--- src/rtl/binary_tx_if.sv ---
// Word-in / serial-out handshake bundle for binary_tx.
// The master side offers words and observes the stream; binary_tx is the slave.
interface binary_tx_if;
  logic       valid;
  logic [7:0] data;
  logic [3:0] nbits;
  logic       abort;
  logic       ready;
  logic       w;
  logic       w_en;
  logic       done;
  logic [1:0] state;

  modport master (
    output valid,
    output data,
    output nbits,
    output abort,
    input  ready,
    input  w,
    input  w_en,
    input  done,
    input  state
  );

  modport slave (
    input  valid,
    input  data,
    input  nbits,
    input  abort,
    output ready,
    output w,
    output w_en,
    output done,
    output state
  );
endinterface

--- src/rtl/binary_tx.sv ---
// binary_tx: serializes a 1..8 bit word MSB first onto w, qualified by w_en.
// Each word is followed by a one-cycle GAP that pulses done.
// All outputs decode registered state only.
module binary_tx (
  input  logic        clk,
  input  logic        rst_n,
  binary_tx_if.slave  bus
);

  typedef enum logic [1:0] {
    StIdle    = 2'b00,
    StSend    = 2'b01,
    StGap     = 2'b10,
    StIllegal = 2'b11
  } state_e;

  state_e     state_q, state_d;
  logic [7:0] sr_q, sr_d;
  logic [3:0] cnt_q, cnt_d;
  logic [3:0] eff_nbits;

  // 0 and 9..15 mean a full byte.
  assign eff_nbits = ((bus.nbits == 4'd0) || (bus.nbits > 4'd8)) ? 4'd8 : bus.nbits;

  // Next-state and datapath update.
  always_comb begin
    state_d = state_q;
    sr_d    = sr_q;
    cnt_d   = cnt_q;
    case (state_q)
      StIdle: begin
        // abort is ignored here, so a word offered alongside it is still taken
        if (bus.valid) begin
          sr_d    = bus.data;
          cnt_d   = eff_nbits;
          state_d = StSend;
        end
      end
      StSend: begin
        if (bus.abort) begin
          // abort wins even on the last-bit edge: no GAP, no done
          sr_d    = 8'h00;
          cnt_d   = 4'd0;
          state_d = StIdle;
        end else begin
          sr_d  = {sr_q[6:0], 1'b0};
          cnt_d = cnt_q - 4'd1;
          if (cnt_q <= 4'd1) begin
            cnt_d   = 4'd0;
            state_d = StGap;
          end
        end
      end
      StGap: begin
        sr_d    = 8'h00;
        cnt_d   = 4'd0;
        state_d = StIdle;
      end
      default: begin
        sr_d    = 8'h00;
        cnt_d   = 4'd0;
        state_d = StIdle;
      end
    endcase
  end

  // State, shift register and bit counter.
  always_ff @(posedge clk or negedge rst_n) begin
    if (!rst_n) begin
      state_q <= StIdle;
      sr_q    <= 8'h00;
      cnt_q   <= 4'd0;
    end else begin
      state_q <= state_d;
      sr_q    <= sr_d;
      cnt_q   <= cnt_d;
    end
  end

  // Output decode from registered state.
  always_comb begin
    bus.ready = (state_q == StIdle);
    bus.w_en  = (state_q == StSend);
    bus.w     = (state_q == StSend) & sr_q[7];
    bus.done  = (state_q == StGap);
    bus.state = state_q;
  end

endmodule

--- src/flat_wrapper.sv ---
// flat-port wrapper written by rule: the top's interface ports become plain ports
module binary_tx_flat 
  (clk, rst_n, bus_valid, bus_data, bus_nbits, bus_abort, bus_ready, bus_w, bus_w_en, bus_done, bus_state);
  binary_tx_if bus_i ();
  input  logic clk;
  input  logic rst_n;
  input wire logic [$bits(bus_i.valid)-1:0] bus_valid;
  input wire logic [$bits(bus_i.data)-1:0] bus_data;
  input wire logic [$bits(bus_i.nbits)-1:0] bus_nbits;
  input wire logic [$bits(bus_i.abort)-1:0] bus_abort;
  output wire logic [$bits(bus_i.ready)-1:0] bus_ready;
  output wire logic [$bits(bus_i.w)-1:0] bus_w;
  output wire logic [$bits(bus_i.w_en)-1:0] bus_w_en;
  output wire logic [$bits(bus_i.done)-1:0] bus_done;
  output wire logic [$bits(bus_i.state)-1:0] bus_state;
  assign bus_i.valid = bus_valid;
  assign bus_i.data = bus_data;
  assign bus_i.nbits = bus_nbits;
  assign bus_i.abort = bus_abort;
  assign bus_ready = bus_i.ready;
  assign bus_w = bus_i.w;
  assign bus_w_en = bus_i.w_en;
  assign bus_done = bus_i.done;
  assign bus_state = bus_i.state;
  binary_tx u_core (.clk(clk), .rst_n(rst_n), .bus(bus_i));
endmodule
--- config.mk ---
export PLATFORM = sky130hd
export DESIGN_NAME = binary_tx_flat
export DESIGN_NICKNAME = d
export VERILOG_FILES = /design/src/rtl/binary_tx_if.sv /design/src/rtl/binary_tx.sv /design/src/flat_wrapper.sv
export SDC_FILE = /design/constraint.sdc
export NUM_CORES = 1
export LEC_CHECK = 0
export CORE_MARGIN = 8
export CORE_UTILIZATION = 50
export CTS_CLUSTER_DIAMETER = 80
export DETAILED_ROUTE_END_ITERATION = 16
export GPL_ROUTABILITY_DRIVEN = 0
export GPL_TIMING_DRIVEN = 0
export PLACE_DENSITY = 0.82
export SLEW_MARGIN = 20
export SYNTH_ARGS = -nofsm -noshare
export SYNTH_HDL_FRONTEND = slang
export SYNTH_SLANG_ARGS = --single-unit
--- constraint.sdc ---
create_clock -name clk -period 2.1 [get_ports clk]
set_input_delay 0.42 -clock clk [delete_from_list [all_inputs] [get_ports clk]]
set_output_delay 0.42 -clock clk [all_outputs]
set_load 0.1 [all_outputs]
==> results.json, run 1 <==
{
  "outcome": "finished clean",
  "post-route-period-util_pct": 94.3,
  "via_per_inst": 5.54,
  "overflow": 0,
  "cts.sinks": 14,
  "n_antenna_cell": 0,
  "worst_slew_pin_slew_ns": 0.957,
  "vias": 665,
  "wl_um": 1790,
  "floorplan.initialDensity_pct": 53.5,
  "htreeDepth": 1,
  "die-area_um2": 3180,
  "synth_fp_nets": 97,
  "cp_slowest_cell": "dlygate4sd2_1",
  "critical_path_peak_fanout": 2,
  "seq_area_frac_synth_pct": 42.9,
  "synth_edf_count": 0,
  "drv_slew": 0,
  "syn_to_final_growth_pct": 33.6,
  "die_x_um": 56.4,
  "postSynthCellCount": 79,
  "track_usage_pct": 12.2,
  "cp-end-kind": "output pin",
  "regToRegSetupSlack_ns": 0.66,
  "cp.arrival_ns": 1.56,
  "maxSlewHeadroom_pct": 36.4,
  "r2r-end": "u_core.cnt_q[3]",
  "place_inst": 116,
  "grt_pass1_wl_um": 3230,
  "setup_viol": 0,
  "synthDistinctLibCells": 28,
  "postSynth.asyncResetShare_pct": 100,
  "die_height_um": 56.4,
  "firstDrtPassIters": 4,
  "reg2reg_from": "u_core.cnt_q[0]",
  "ctsHoldBuffers": 0,
  "total_leakage_power_uw": 0.000481,
  "grt_pass1_vias": 704,
  "drt_iter0_drc": 16,
  "ys.warnings.count": 0,
  "clkSlewWorstSetupHoldPaths_ns": 0.09,
  "hold_viol": 0,
  "antenna_found_initial": 0,
  "portBuffers": 21,
  "syn_area_per_cell_um2": 10.3,
  "nets": 123,
  "wl_per_cell_um": 14.9,
  "core_um2": 1520,
  "dp_hpwl_um": 1390,
  "powerDensity_nw_per_um2": 1510,
  "wl_met3_um": 84,
  "required_ns": 1.68,
  "final_cells": 120,
  "worst_ir_drop_vdd_uv": 920,
  "grt_max_degree": 15,
  "worst-path-buf-inv": 1,
  "max_freq_ghz": 0.505,
  "cap_violations": 0,
  "cp-start-kind": "flip-flop",
  "core.rowCount": 14,
  "drt-met1-wl_um": 831,
  "criticalPathCategory": "flip-flop to output pin",
  "power_uw": 1640,
  "r2r_cells": 5,
  "top_layer": "met4",
  "ys_ff_latch": 14,
  "path_cells": "dlygate4sd2_1",
  "numCtsBuffers": 3,
  "hp-class": "input pin to async pin",
  "clk_latency_ns": 0.29,
  "ios": 22,
  "drive_gt1_share_pct": 24.0,
  "ys.flop_type": "dfrtp_1",
  "critPathTopFamily": "buffers and inverters",
  "fin_skew_ns": 0.00412,
  "postCtsSetupBuffers": 0,
  "synth_area_um2": 816,
  "drc_errors": 0,
  "period_minus_slack_ns": 1.98,
  "cts_tree": "done",
  "root_buffer": "clkbuf_4",
  "max_stage_delay_ns": 0.85,
  "rsz0062_at_grt": "false",
  "ant_nets": 0,
  "routed-wl-met2_um": 829,
  "cts.path.max_buffers": 2
}
sequential cells by signal, summed over array words and instances (netlist names):
name / cells
u_core.sr_q: 8
u_core.cnt_q: 4
u_core.bus.state: 2
cell families (layout without fill, tap and decap cells):
family | count (synthesis) | count (layout) | synth area share, %
DFF | 14 | 14 | 42.9
muxes | 6 | 6 | 7.36
buffers and inverters | 7 | 32 | 5.67
and+or+nand+nor | 34 | 34 | 25.0
adders and majority gates | 2 | 2 | 3.07
AOI/OAI and AO/OA | 16 | 16 | 15.9
metrics by stage:
step	worst slack [ns]	TNS (ns)	utilization, %	cell area (µm²)	hold slack, ns
global route	0.0719	0	71.5	1090	0.559
floorplan	-0.0787	-0.101	-	841	0.124
finish	0.121	0	71.5	1090	0.506
CTS	0.00196	0	72.5	1100	0.522
detailed placement	-0.354	-0.985	70.3	1070	0.502
global placement	-0.349	-0.942	70.3	1070	0.487
final cells by class:
class | count | area [µm²]
inverter | 3 | 11.3
clock buffer | 4 | 36.3
tap | 16 | 20.0
fill | 119 | 434
timing repair buffer | 21 | 193
buffer | 4 | 35.0
sequential | 14 | 355
multi-input combinational | 58 | 439
worst max-delay path by stage:
stage                                   start           end  slack, ns  cells past startpoint
after detailed placement  u_core.bus.state[0]      bus_done      -0.35                      4
after global placement    u_core.bus.state[0]      bus_done      -0.35                      4
final                     u_core.bus.state[0]  bus_state[0]       0.12                      1
after floorplan           u_core.bus.state[0]         bus_w      -0.08                      3
after CTS                 u_core.bus.state[0]         bus_w      0.002                      4
after global routing      u_core.bus.state[0]  bus_state[0]       0.07                      1
repair_timing:
| item | CTS | global route |
|---|---|---|
| endpoints found under the setup margin | 6 | 4 |
| gates cloned | 0 | 0 |
| gates resized for setup | 17 | 6 |
power breakdown:
part	internal, µW	switching, µW
registers	394	91.2
logic	326	628
clock network	106	95.2
layout by cell type (no fill, tap or decap), types with 2 or more instances in the layout:
master / instances
a211oi_1: 4
nand2_1: 8
clkbuf_4: 4
nor2_1: 5
ha_1: 2
nor2b_1: 3
inv_1: 3
o211ai_1: 3
nor2b_4: 2
dfrtp_1: 12
mux2i_1: 6
clkdlybuf4s50_1: 15
buf_6: 2
buf_2: 3
a21oi_1: 2
a2bb2oi_1: 4
nand2b_1: 3
nor3_1: 2
cell usage after synthesis, types with 2 or more instances:
master     instances  area (µm²)
nand2b_1           3        18.8
buf_6              2        22.5
nor3_1             2        10.0
nor2b_1            5        31.3
a2bb2oi_1          4        35.0
inv_1              3        11.3
nor2_1             6        22.5
ha_1               2        25.0
nand2_1            8        30.0
and2_1             2        12.5
a21oi_1            2        10.0
mux2i_1            6        60.1
o211ai_1           3        22.5
a211oi_1           4        30.0
dfrtp_1           14         350
layer usage:
metal  GRT usage, %  vias up
li1               -      330
met1           14.8      313
met2           19.0       17
met3           3.60        5
met4           6.19        0
met5              0        -
(Power assumes the default switching activity.)
==> run 2: changes to the inputs <==
- PLACE_DENSITY: 0.82 -> 0.92
==> run 2 against run 1 <==
  * Maximum frequency about the same
  * Sequential power about the same
  * Wire length up 8.3%
  * Die area unchanged
  * Sequential share of layout area up 0.30 points
  * Highest routed layer unchanged
  * Count of clock-buffer cells in the layout unchanged
  * Combinational power up 1%
  * Global-route usage up 0.26 points
  * Register-to-register slack about the same
  * Hold slack better by 0.010 ns
  * Core utilization down 0.66 points
==> results.json, run 2 (same netlist as run 1, synthesis figures left out) <==
{
  "drv_slew": 0,
  "post-route-period-util_pct": 94.2,
  "max_freq_ghz": 0.505,
  "worst_slew_pin_slew_ns": 0.960,
  "drt_iter0_drc": 14,
  "regToRegSetupSlack_ns": 0.67,
  "largest_reg_flops": 8,
  "final_common_cell": "clkdlybuf4s50_1",
  "critPathTopFamily": "buffers and inverters",
  "pwr-share-clk_pct": 10.1,
  "multi_input_area_um2": 439,
  "nets": 123,
  "seqPwrFrac_pct": 30.1,
  "top_layer": "met4",
  "die-area_um2": 3180,
  "ios": 22,
  "regArea_um2": 355,
  "worst_ir_drop_vdd_uv": 884,
  "hp-class": "input pin to async pin",
  "nFillCells": 121,
  "antenna_found_initial": 0,
  "grt_pass1_wl_um": 3340,
  "hold_slack_ns": 0.516,
  "hold_viol": 0,
  "cts.sinks": 14,
  "powerDensity_nw_per_um2": 1490,
  "cts.path.max_buffers": 2,
  "dp_hpwl_um": 1470,
  "ctsHoldBuffers": 0,
  "wl_per_cell_um": 16.1,
  "n_antenna_cell": 0,
  "drive_gt1_share_pct": 23.1,
  "floorplan.initialDensity_pct": 53.5,
  "switchingPower_uw": 818,
  "die_x_um": 56.4,
  "outcome": "finished clean",
  "final_cells": 120,
  "cp-start-kind": "flip-flop",
  "max_flop_register": "u_core.sr_q",
  "routed-wl-met2_um": 988,
  "worst-path-buf-inv": 1,
  "p_comb_share_pct": 59.8,
  "critical_path_peak_fanout": 2,
  "cp-end-kind": "output pin",
  "numCtsBuffers": 3,
  "vias": 693,
  "track_usage_pct": 12.5,
  "portBuffers": 21,
  "syn_to_final_growth_pct": 32.4,
  "maxSlewHeadroom_pct": 36.3,
  "ant_nets": 0,
  "clkSlewWorstSetupHoldPaths_ns": 0.09,
  "path_cells": "dlygate4sd2_1",
  "cp_slowest_cell": "dlygate4sd2_1",
  "setup_viol": 0,
  "place_inst": 116,
  "fin_skew_ns": 0.00763,
  "die_height_um": 56.4,
  "cap_violations": 0,
  "p_sw_share_pct": 50.7,
  "core_um2": 1520,
  "core.rowCount": 14,
  "firstDrtPassIters": 4,
  "layout_common_cells": "clkdlybuf4s50_1, dfrtp_1, nand2_1",
  "root_buffer": "clkbuf_4",
  "crit_path_start": "u_core.bus.state[0]",
  "internal_power_uw": 795,
  "wl_met3_um": 99,
  "cp.arrival_ns": 1.56,
  "clk_latency_ns": 0.28,
  "drt-met1-wl_um": 814,
  "overflow": 0,
  "criticalPathCategory": "flip-flop to output pin",
  "total_leakage_power_uw": 0.000475,
  "grt_max_degree": 15,
  "via_per_inst": 5.78,
  "period_minus_slack_ns": 1.98,
  "htreeDepth": 1,
  "wl_um": 1930,
  "required_ns": 1.68,
  "drc_errors": 0,
  "reg2reg_from": "u_core.cnt_q[0]",
  "grt_pass1_vias": 729,
  "rsz0062_at_grt": "false",
  "max_stage_delay_ns": 0.85,
  "cts_tree": "done"
}
[run 2: worst paths after layout]
path,to,depth (start not counted)
max,bus_state[0],1
max in group asynchronous,u_core.bus.state[0],1
min,u_core.cnt_q[2],1
min in group clk,u_core.sr_q[4],2
max reg2reg,u_core.cnt_q[3],5
min reg2reg,u_core.sr_q[4],2
[run 2: timing repair]
action	in CTS	in global routing
hold endpoints to repair	0	0
endpoints found under the setup margin	6	4
setup buffers	0	0
resized for setup	16	7
[run 2: metal layers]
| layer | vias to the layer above | track usage [%] |
|---|---|---|
| met3 | 4 | 3.60 |
| met5 | - | 0 |
| met1 | 338 | 14.7 |
| li1 | 331 | - |
| met2 | 20 | 21.1 |
| met4 | 0 | 4.12 |
[run 2: power groups by stage]
| stage | sequential, µW | clock [µW] | combinational [µW] |
|---|---|---|---|
| 2_1_floorplan | 582 | 0 | 681 |
| 3_3_place_gp | 483 | 0 | 971 |
| 3_5_place_dp | 491 | 0 | 998 |
| 4_1_cts | 485 | 165 | 984 |
| 5_1_grt | 499 | 180 | 1030 |
| 6_report | 485 | 163 | 965 |
[run 2: area by class of cell]
| cell class | count | area share, % |
|---|---|---|
| multi-input combinational | 58 | 40.7 |
| sequential | 14 | 32.9 |
| timing repair buffer | 21 | 17.8 |
| buffer | 4 | 3.24 |
| clock buffer | 4 | 2.43 |
| tap | 16 | 1.85 |
| inverter | 3 | 1.04 |
[run 2: metrics by stage]
step           TNS, ns  power [µW]  utilization, %  instance area [µm²]  worst slack, ns
6_report             0        1610            70.9                 1080            0.121
5_1_grt              0        1710            70.9                 1080           0.0746
4_1_cts              0        1630            71.8                 1090          0.00440
3_5_place_dp    -0.996        1490            70.3                 1070           -0.367
3_3_place_gp    -0.936        1450            70.3                 1070           -0.346
2_1_floorplan   -0.101        1260               -                  841          -0.0787
==> run 3: changes to the inputs <==
- CTS_CLUSTER_DIAMETER: 80 -> not set
- SLEW_MARGIN: 20 -> 25
==> results of run 3 <==
The final DEF is identical to that of run 2; final timing and power are the same.
